==> src/rtl/riscv_pkg.sv <==
// riscv_pkg: shared register-file widths and the writeback entry type
package riscv_pkg;
  localparam int XLEN = 32;
  localparam int REG_ADDR_W = 5;
  typedef struct packed {
    logic [REG_ADDR_W-1:0] rd;
    logic [XLEN-1:0] data;
  } wb_entry_t;
endpackage

==> src/rtl/writeback_queue_if.sv <==
// writeback_queue_if: producer requests, register-file write port and hazard query bundle
interface writeback_queue_if;
  logic alu_valid;
  logic [riscv_pkg::REG_ADDR_W-1:0] alu_rd;
  logic [riscv_pkg::XLEN-1:0] alu_data;
  logic alu_ready;
  logic ld_valid;
  logic [riscv_pkg::REG_ADDR_W-1:0] ld_rd;
  logic [riscv_pkg::XLEN-1:0] ld_data;
  logic ld_ready;
  logic [riscv_pkg::REG_ADDR_W-1:0] A3;
  logic [riscv_pkg::XLEN-1:0] WD3;
  logic WE;
  logic [riscv_pkg::REG_ADDR_W-1:0] q_rs1, q_rs2;
  logic rs1_busy, rs2_busy;
  logic [riscv_pkg::XLEN-1:0] rs1_fwd, rs2_fwd;
  modport master (
    output alu_valid, alu_rd, alu_data, ld_valid, ld_rd, ld_data, q_rs1, q_rs2,
    input alu_ready, ld_ready, A3, WD3, WE, rs1_busy, rs2_busy, rs1_fwd, rs2_fwd
  );
  modport slave (
    input alu_valid, alu_rd, alu_data, ld_valid, ld_rd, ld_data, q_rs1, q_rs2,
    output alu_ready, ld_ready, A3, WD3, WE, rs1_busy, rs2_busy, rs1_fwd, rs2_fwd
  );
endinterface

==> src/rtl/wbq_fifo.sv <==
// wbq_fifo: dual-push single-pop entry store; entries exposed oldest-first (optional WBQ_FORWARD_EN data view)
module wbq_fifo
  import riscv_pkg::*;
#(
  parameter int DEPTH = 4
) (
  input  logic clk,
  input  logic Reset,
  input  logic [1:0] n_push,
  input  wb_entry_t e0,
  input  wb_entry_t e1,
  output logic [$clog2(DEPTH):0] count,
  output wb_entry_t head,
  output logic ent_valid [DEPTH],
  output logic [REG_ADDR_W-1:0] ent_rd [DEPTH]
`ifdef WBQ_FORWARD_EN
  ,
  output logic [XLEN-1:0] ent_data [DEPTH]
`endif
);
  localparam int AW = $clog2(DEPTH);
  localparam int CW = AW + 1;
  wb_entry_t mem [DEPTH];
  logic [AW-1:0] rptr, wptr;
  logic pop;
  assign pop = count != '0;
  assign head = mem[rptr];
  always_ff @(posedge clk) begin
    if (Reset) begin
      rptr <= '0;
      wptr <= '0;
      count <= '0;
    end else begin
      if (n_push != 2'd0) mem[wptr] <= e0;
      if (n_push == 2'd2) mem[wptr + AW'(1)] <= e1;
      wptr <= wptr + AW'(n_push);
      rptr <= rptr + AW'(pop);
      count <= count + CW'(n_push) - CW'(pop);
    end
  end
  // index k is age order: 0 is the head, higher k is younger
  for (genvar k = 0; k < DEPTH; k++) begin : g_ent
    assign ent_valid[k] = CW'(k) < count;
    assign ent_rd[k] = mem[rptr + AW'(k)].rd;
`ifdef WBQ_FORWARD_EN
    assign ent_data[k] = mem[rptr + AW'(k)].data;
`endif
  end
endmodule

==> src/rtl/writeback_queue.sv <==
// writeback_queue: arbitrates ALU/load writebacks into a FIFO feeding an active-low register-file write port
// Define WBQ_FORWARD_EN to build rs1_fwd/rs2_fwd forwarding from the youngest matching entry.
module writeback_queue
  import riscv_pkg::*;
#(
  parameter int DEPTH = 4
) (
  input logic clk,
  input logic Reset,
  writeback_queue_if.slave bus
);
  localparam int CW = $clog2(DEPTH) + 1;
  logic [CW-1:0] count;
  wb_entry_t head, e0, e1;
  logic ent_valid [DEPTH];
  logic [REG_ADDR_W-1:0] ent_rd [DEPTH];
  logic ld_take, ld_push, alu_push, b1, b2;
  logic [1:0] n_push;
  assign ld_take = bus.ld_valid && bus.ld_rd != '0;
  // x0 requests are always acknowledged and silently dropped
  assign bus.ld_ready = !Reset && (bus.ld_rd == '0 || count < CW'(DEPTH));
  assign bus.alu_ready = !Reset && (bus.alu_rd == '0 || count + CW'(ld_take) < CW'(DEPTH));
  assign ld_push = ld_take && bus.ld_ready;
  assign alu_push = bus.alu_valid && bus.alu_rd != '0 && bus.alu_ready;
  assign n_push = {1'b0, ld_push} + {1'b0, alu_push};
  assign e0 = ld_push ? wb_entry_t'{rd: bus.ld_rd, data: bus.ld_data}
                      : wb_entry_t'{rd: bus.alu_rd, data: bus.alu_data};
  assign e1 = wb_entry_t'{rd: bus.alu_rd, data: bus.alu_data};
`ifdef WBQ_FORWARD_EN
  logic [XLEN-1:0] ent_data [DEPTH];
  logic [XLEN-1:0] f1, f2;
`endif
  wbq_fifo #(.DEPTH(DEPTH)) u_fifo (
    .clk(clk),
    .Reset(Reset),
    .n_push(n_push),
    .e0(e0),
    .e1(e1),
    .count(count),
    .head(head),
    .ent_valid(ent_valid),
    .ent_rd(ent_rd)
`ifdef WBQ_FORWARD_EN
    ,
    .ent_data(ent_data)
`endif
  );
  assign bus.WE = count == '0;
  assign bus.A3 = bus.WE ? '0 : head.rd;
  assign bus.WD3 = bus.WE ? '0 : head.data;
  always_comb begin
    b1 = 1'b0;
    b2 = 1'b0;
    for (int k = 0; k < DEPTH; k++) begin
      b1 = b1 | (ent_valid[k] && ent_rd[k] == bus.q_rs1);
      b2 = b2 | (ent_valid[k] && ent_rd[k] == bus.q_rs2);
    end
  end
  assign bus.rs1_busy = b1 && bus.q_rs1 != '0;
  assign bus.rs2_busy = b2 && bus.q_rs2 != '0;
`ifdef WBQ_FORWARD_EN
  // scanning oldest to youngest lets the youngest match win
  always_comb begin
    f1 = '0;
    f2 = '0;
    for (int k = 0; k < DEPTH; k++) begin
      if (ent_valid[k] && ent_rd[k] == bus.q_rs1) f1 = ent_data[k];
      if (ent_valid[k] && ent_rd[k] == bus.q_rs2) f2 = ent_data[k];
    end
  end
  assign bus.rs1_fwd = bus.rs1_busy ? f1 : '0;
  assign bus.rs2_fwd = bus.rs2_busy ? f2 : '0;
`else
  assign bus.rs1_fwd = '0;
  assign bus.rs2_fwd = '0;
`endif
endmodule

==> src/flat_wrapper.sv <==
// flat-port wrapper written by rule: the top's interface ports become plain ports
module writeback_queue_flat import riscv_pkg::*;
#(
  parameter int DEPTH = 4
)
  (clk, Reset, bus_alu_valid, bus_alu_rd, bus_alu_data, bus_ld_valid, bus_ld_rd, bus_ld_data, bus_q_rs1, bus_q_rs2, bus_alu_ready, bus_ld_ready, bus_A3, bus_WD3, bus_WE, bus_rs1_busy, bus_rs2_busy, bus_rs1_fwd, bus_rs2_fwd);
  writeback_queue_if bus_i ();
  input logic clk;
  input logic Reset;
  input wire logic [$bits(bus_i.alu_valid)-1:0] bus_alu_valid;
  input wire logic [$bits(bus_i.alu_rd)-1:0] bus_alu_rd;
  input wire logic [$bits(bus_i.alu_data)-1:0] bus_alu_data;
  input wire logic [$bits(bus_i.ld_valid)-1:0] bus_ld_valid;
  input wire logic [$bits(bus_i.ld_rd)-1:0] bus_ld_rd;
  input wire logic [$bits(bus_i.ld_data)-1:0] bus_ld_data;
  input wire logic [$bits(bus_i.q_rs1)-1:0] bus_q_rs1;
  input wire logic [$bits(bus_i.q_rs2)-1:0] bus_q_rs2;
  output wire logic [$bits(bus_i.alu_ready)-1:0] bus_alu_ready;
  output wire logic [$bits(bus_i.ld_ready)-1:0] bus_ld_ready;
  output wire logic [$bits(bus_i.A3)-1:0] bus_A3;
  output wire logic [$bits(bus_i.WD3)-1:0] bus_WD3;
  output wire logic [$bits(bus_i.WE)-1:0] bus_WE;
  output wire logic [$bits(bus_i.rs1_busy)-1:0] bus_rs1_busy;
  output wire logic [$bits(bus_i.rs2_busy)-1:0] bus_rs2_busy;
  output wire logic [$bits(bus_i.rs1_fwd)-1:0] bus_rs1_fwd;
  output wire logic [$bits(bus_i.rs2_fwd)-1:0] bus_rs2_fwd;
  assign bus_i.alu_valid = bus_alu_valid;
  assign bus_i.alu_rd = bus_alu_rd;
  assign bus_i.alu_data = bus_alu_data;
  assign bus_i.ld_valid = bus_ld_valid;
  assign bus_i.ld_rd = bus_ld_rd;
  assign bus_i.ld_data = bus_ld_data;
  assign bus_i.q_rs1 = bus_q_rs1;
  assign bus_i.q_rs2 = bus_q_rs2;
  assign bus_alu_ready = bus_i.alu_ready;
  assign bus_ld_ready = bus_i.ld_ready;
  assign bus_A3 = bus_i.A3;
  assign bus_WD3 = bus_i.WD3;
  assign bus_WE = bus_i.WE;
  assign bus_rs1_busy = bus_i.rs1_busy;
  assign bus_rs2_busy = bus_i.rs2_busy;
  assign bus_rs1_fwd = bus_i.rs1_fwd;
  assign bus_rs2_fwd = bus_i.rs2_fwd;
  writeback_queue #(.DEPTH(DEPTH)) u_core (.clk(clk), .Reset(Reset), .bus(bus_i));
endmodule
==> config.mk <==
export PLATFORM = sky130hd
export DESIGN_NAME = writeback_queue_flat
export DESIGN_NICKNAME = d
export VERILOG_FILES = /design/src/rtl/riscv_pkg.sv /design/src/rtl/writeback_queue_if.sv /design/src/rtl/wbq_fifo.sv /design/src/rtl/writeback_queue.sv /design/src/flat_wrapper.sv
export SDC_FILE = /design/constraint.sdc
export NUM_CORES = 1
export LEC_CHECK = 0
export CAP_MARGIN = 30
export CELL_PAD_IN_SITES_DETAIL_PLACEMENT = 1
export CELL_PAD_IN_SITES_GLOBAL_PLACEMENT = 1
export CORE_MARGIN = 10
export CORE_UTILIZATION = 39
export CTS_CLUSTER_DIAMETER = 80
export CTS_CLUSTER_SIZE = 25
export DETAILED_ROUTE_END_ITERATION = 12
export PLACE_DENSITY_LB_ADDON = 0.25
export SLEW_MARGIN = 20
export SYNTH_ARGS = -nofsm -noshare
export SYNTH_HDL_FRONTEND = slang
export SYNTH_HIERARCHICAL = 1
export SYNTH_SLANG_ARGS = --single-unit
export TNS_END_PERCENT = 5
==> constraint.sdc <==
create_clock -name clk -period 7.85 [get_ports clk]
set_input_delay 2.355 -clock clk [delete_from_list [all_inputs] [get_ports clk]]
set_output_delay 2.355 -clock clk [all_outputs]
set_load 0.01 [all_outputs]
Yosys cells after proc, flatten, opt, wreduce, memory -nomap -nowiden:

Memories as Yosys holds them, arrays and structs flattened. A register that Yosys moved wholly into a read port is not among the register bits.
Index checks and enable logic that the tools add are counted.

* input bits: 88
* memory bits (writable): 148
* output and inout port bits: 106
* memories: 1
* word-level logic and storage cells: 73
* flip-flop bits (word level): 7

Memories
* u_core.u_fifo.mem: words 4, width 37, rd ports 4, clocked after memory_dff 1, wr ports 2, line wbq_fifo.sv:23 `wb_entry_t mem [DEPTH];`

* equality and inequality tests: 9
* reductions and logical operators: 28
* order comparisons: 6
* add/sub/neg operators: 10
* multiplexer cells: 10
* bitwise gates (word level): 6

Operator list (count)
* == test 5 bit: 8
* two-way mux 37 bit: 1
* two-way mux 32 bit: 1
* nonzero test 5 bit: 4
* logical AND 1 bit: 16
* zero test 5 bit: 2
* < comparator 1 x 3 -> 1 bit (first input constant): 2
* < comparator 2 x 3 -> 1 bit (first input constant): 2
* < comparator 3 bit (second input constant): 2
* two-way mux 1 bit: 6
* OR 1 bit: 6
* two-way mux 5 bit: 1
* adder 2 x 1 -> 2 bit (second input constant): 2
* adder 2 bit (second input constant): 2
* adder 3 x 1 -> 3 bit: 1
* adder 3 x 2 -> 3 bit: 1
* zero test 3 bit: 1
* nonzero test 3 bit: 1
* subtractor 3 x 1 -> 3 bit: 1
* adder 1 x 1 -> 2 bit: 1
* adder 2 x 1 -> 2 bit: 1
* adder 2 bit: 1
* == test 2 bit (second input constant): 1
* logical OR 1 bit: 2
* other kinds (3): 3

Logic depth before layout (Yosys ltp):

* depth in word-level cells: 12
* mapped depth: 13

Hierarchy:

Netlist, hierarchy kept.

By module, submodules not included
* wbq_fifo: area each 8212.9 um^2, times used 1, cells an instance 433
* writeback_queue: area each 1908.1 um^2, times used 1, cells an instance 236

Worst setup path after synthesis:

No wires, ideal clock.

* path type: input -> register
* from: input bus_ld_rd[0]
* to: memory u_core/u_fifo/mem[1][0] (netlist name), enable pin
* path buffers: 1
* arrival time: 6.416 ns
* slack: 0.946 ns
* data required time: 7.362 ns
* stages on the path: 9
* setup time: 0.488 ns
* path through: nor3_1 > nand2_1 > nand4_1 > xnor2_1 > nor4b_1 > ha_1 > nand2b_1 > buf_6 > a211oi_1

RTL lines
* start: declaration: line flat_wrapper.sv:14 `input wire logic [$bits(bus_i.ld_rd)-1:0] bus_ld_rd;`
* end: declaration: line wbq_fifo.sv:23

Final worst setup path:

* from: input bus_q_rs2[0]
* to: output bus_rs2_busy

* word-level cells in the longest chain between the ends: 6

RTL lines
* start: declaration: line flat_wrapper.sv:17 `input wire logic [$bits(bus_i.q_rs2)-1:0] bus_q_rs2;`
* == test 5 bit: line writeback_queue.sv:56 `b2 = b2 | (ent_valid[k] && ent_rd[k] == bus.q_rs2);`
* logical AND 1 bit: line writeback_queue.sv:56
* OR 1 bit (3 in a row): line writeback_queue.sv:56
* logical AND 1 bit *: line writeback_queue.sv:60 `assign bus.rs2_busy = b2 && bus.q_rs2 != '0;`
* end: declaration: line flat_wrapper.sv:24 `output wire logic [$bits(bus_i.rs2_busy)-1:0] bus_rs2_busy;`

Mark *: on every way between the ends. The rest lies on a longest branch, timed or not.

==> impl_metrics.py <==
metrics = {
    "clock_tree": {
        "master_cell_of_the_clock_root_buffer": "sky130_fd_sc_hd__clkbuf_16",
        "numCtsBuffers": 17,
        "htree_num_levels": 4,
        "post_cts_buffers": 0,
        "cts_resized": 0,
        "ctsLongestPathBuffers": 2,
        "cts.reportedPaths.clkPinSlew_ps": 60,
        "count_of_clock_tree_sinks": 155,
        "cts_hold_repair.buffers": 0,
        "tritoncts_clock_tree": "done",
        "clock_insertion_delay_at_the_later_pin_of_the_skew_report_ps": 420,
    },
    "timing": {
        "worstMarginPinSlew_ps": 877,
        "timing.final.crit_period_ps": 6770,
        "setup_viol": 0,
        "setup_tns_ps": 0,
        "timing.final.hold_violations": 0,
        "final.setup_skew_ps": 8.71,
        "timing.final.crit_share_pct": 86.2,
        "holdWs_ps": 675,
        "slew_viol_final": 0,
        "clock.fmax_mhz": 148,
        "rsz0062_at_grt": "false",
        "timing.max_slew.rel_slack_pct": 41.5,
    },
    "pwr": {
        "power_density_nw_per_um2": 273,
        "power_mw": 3.29,
        "cellInternalPower_mw": 2.27,
        "pwr-share-seq_pct": 33.0,
        "static-leakage-power_nw": 4.37,
        "max-vdd-ir-drop_uv": 145,
        "p_sw_share_pct": 30.9,
        "comb_power_share_pct": 41.4,
        "power.clock.fraction_pct": 25.6,
        "switchingPower_mw": 1.02,
    },
    "floorplan": {
        "core.rowCount": 58,
        "core_area_um2": 25300,
        "die_area_um2": 32800,
        "die_width_um": 181,
        "initial_core_util_pct": 40.0,
        "die_h_um": 181,
        "io_pins": 194,
    },
    "routing": {
        "residual_antenna_violating_net_count_after_detailed_routing": 0,
        "wl_per_cell_um": 23.3,
        "detail_route.vias_per_cell": 5.32,
        "post-route-drc-count": 0,
        "drt_first_pass_iters": 5,
        "dr_total_vias": 5957,
        "routed_wl_mm": 26.0,
        "first_iter_violations": 286,
    },
    "layout": {
        "layout-drive-gt1-share_pct": 35.9,
        "most-common-layout-cells": "sky130_fd_sc_hd__edfxtp_1, sky130_fd_sc_hd__clkdlybuf4s50_1, sky130_fd_sc_hd__mux2_2",
        "layout_commonest_cell": "sky130_fd_sc_hd__edfxtp_1",
        "finish.net_count": 873,
        "post-route-util_pct": 47.6,
        "post-route-cell-area_um2": 12100,
        "area_growth_pct": 19.1,
    },
    "global_routing": {
        "grt_pass1_vias": 6817,
        "grt_antenna_before_repair": 1,
        "global_route.overflow_total": 0,
        "grt_first_pass_wirelength_mm": 40.4,
        "grt_max_degree": 38,
        "global_route.usage.total_pct": 15.7,
    },
    "synth": {
        "syn_area_um2": 10100,
        "synth_area_leaders": "sky130_fd_sc_hd__edfxtp_1, sky130_fd_sc_hd__mux2_4, sky130_fd_sc_hd__mux4_2",
        "synth.avg_cell_area_um2": 15.1,
        "synth-seq-area-share_pct": 45.3,
        "netlist.area_leader.share_pct": 43.9,
        "synthArstFlopShare_pct": 0,
        "synth_enable_flop_cells": 148,
        "yosys_warnings": 6,
        "dominantRegCellSynth": "sky130_fd_sc_hd__edfxtp_1",
        "synth_top_area_cell": "sky130_fd_sc_hd__edfxtp_1",
        "post_synth_inst_count": 669,
        "yosys.cell_types.count": 43,
        "ys_ff_latch": 155,
    },
    "placement": {
        "post_dp_hpwl_mm": 17.8,
        "post_dp_cell_area_um2": 11500,
        "io_buffer_count": 129,
        "finalWeightedCongestion": 0.852,
    },
    "hold_path": {
        "path_type_of_the_worst_min_delay_path": "flip-flop to flip-flop",
    },
    "worst_setup_path": {
        "worst_setup_path_start_kind": "input pin",
        "worstSetupEndpointType": "output pin",
        "cp_max_fo": 5,
        "path_class": "input pin to output pin",
        "worst_ep_required_time_ps": 5500,
        "worst-endpoint-arrival_ps": 4410,
    },
    "run": {
        "maxCapViolCount": 0,
    },
    "outcome": {
        "result_of_the_run": "finished clean",
    },
}
==> worst paths after layout <==
kind | start | end | slack [ps] | depth (start not counted)
setup / recovery | bus_q_rs2[0] | bus_rs2_busy | 1080 | 7
hold / removal | u_core/u_fifo/count[0]$_SDFF_PP0_ | u_core/u_fifo/count[0]$_SDFF_PP0_ | 680 | 2
setup reg to reg | u_core/u_fifo/count[0]$_SDFF_PP0_ | u_core/u_fifo/mem[3][11]$_DFFE_PP_ | 3990 | 8
hold reg to reg | u_core/u_fifo/count[0]$_SDFF_PP0_ | u_core/u_fifo/count[0]$_SDFF_PP0_ | 680 | 2
==> per-layer routing <==
layer | part of all wire, % | vias up | track usage, %
met1 | 41 | 3109 | 18.8
met2 | 51 | 209 | 27.3
met5 | 0 | - | 0
met3 | 6.2 | 22 | 4.28
met4 | 1.1 | 0 | 4.17
li1 | - | 2617 | -
==> critical path, cell delays in order <==
cell and delay (ps):
sky130_fd_sc_hd__clkdlybuf4s50_1 550, sky130_fd_sc_hd__xor2_1 210, sky130_fd_sc_hd__nor4_1 390, sky130_fd_sc_hd__nand3_1 140, sky130_fd_sc_hd__nand4_1 100, sky130_fd_sc_hd__o21a_1 130, sky130_fd_sc_hd__clkdlybuf4s50_1 540
==> cell usage after synthesis, types with 2 or more instances <==
| cell type | count |
|---|---|
| sky130_fd_sc_hd__nor2_1 | 9 |
| sky130_fd_sc_hd__dfxtp_1 | 7 |
| sky130_fd_sc_hd__buf_6 | 9 |
| sky130_fd_sc_hd__mux2_4 | 79 |
| sky130_fd_sc_hd__nor3_1 | 3 |
| sky130_fd_sc_hd__nand3_1 | 8 |
| sky130_fd_sc_hd__nor2b_1 | 41 |
| sky130_fd_sc_hd__buf_4 | 72 |
| sky130_fd_sc_hd__xor2_1 | 34 |
| sky130_fd_sc_hd__a21oi_1 | 2 |
| sky130_fd_sc_hd__buf_12 | 2 |
| sky130_fd_sc_hd__xnor2_1 | 13 |
| sky130_fd_sc_hd__inv_1 | 7 |
| sky130_fd_sc_hd__mux4_2 | 52 |
| sky130_fd_sc_hd__or4_1 | 3 |
| sky130_fd_sc_hd__nand4_1 | 3 |
| sky130_fd_sc_hd__edfxtp_1 | 148 |
| sky130_fd_sc_hd__o21a_1 | 2 |
| sky130_fd_sc_hd__clkbuf_1 | 5 |
| sky130_fd_sc_hd__buf_1 | 6 |
| sky130_fd_sc_hd__buf_2 | 22 |
| sky130_fd_sc_hd__mux2_1 | 11 |
| sky130_fd_sc_hd__mux2_2 | 95 |
| sky130_fd_sc_hd__ha_1 | 5 |
| sky130_fd_sc_hd__a211oi_1 | 2 |
| sky130_fd_sc_hd__or3_1 | 2 |
| sky130_fd_sc_hd__nand2_1 | 4 |
| sky130_fd_sc_hd__nor4_1 | 8 |
==> sequential cells by signal (all words and copies together), names as in the netlist <==
register / cells
u_core/u_fifo/mem: 148
u_core/u_fifo/count: 3
u_core/u_fifo/rptr: 2
u_core/u_fifo/wptr: 2
==> cell type report <==
cell class                      count  area [um2]
Tap cell                          330         413
Antenna cell                        1        2.50
Clock inverter                     11         169
Fill cell                        2515       13300
Clock buffer                       18         429
Sequential cell                   155        4590
Timing Repair Buffer              144        1470
Inverter                            8        30.0
Multi-Input combinational cell    453        4950
==> cell families (layout without fill, tap and decap cells) <==
| logic type | after synthesis | in the layout | synth area share (%) |
|---|---|---|---|
| compound gates | 10 | 10 | 0.729 |
| xor+xnor | 47 | 47 | 4.07 |
| fa+ha+maj | 6 | 6 | 0.816 |
| buf+inv | 124 | 181 | 8.53 |
| flops | 155 | 155 | 45.3 |
| mux | 237 | 237 | 35.1 |
| other cells | 1 | 65 | 0.0371 |
| simple gates | 89 | 89 | 5.44 |
==> metrics by stage <==
stage,std cells,setup WS (ps)
after detailed placement,1090,1100
after global placement,1088,1110
after floorplan,732,946
after global routing,1120,939
final,1120,1080
after CTS,1119,1090
==> power by group through the flow <==
stage | Combinational [mW] | Clock, mW | Sequential, mW
global route | 1.47 | 0.901 | 1.10
global placement | 1.29 | 0 | 1.15
finish | 1.36 | 0.843 | 1.09
detailed placement | 1.38 | 0 | 1.11
CTS | 1.39 | 0.860 | 1.09
floorplan | 0.931 | 0 | 1.04
No activity file was read; power rests on OpenSTA's default activity.
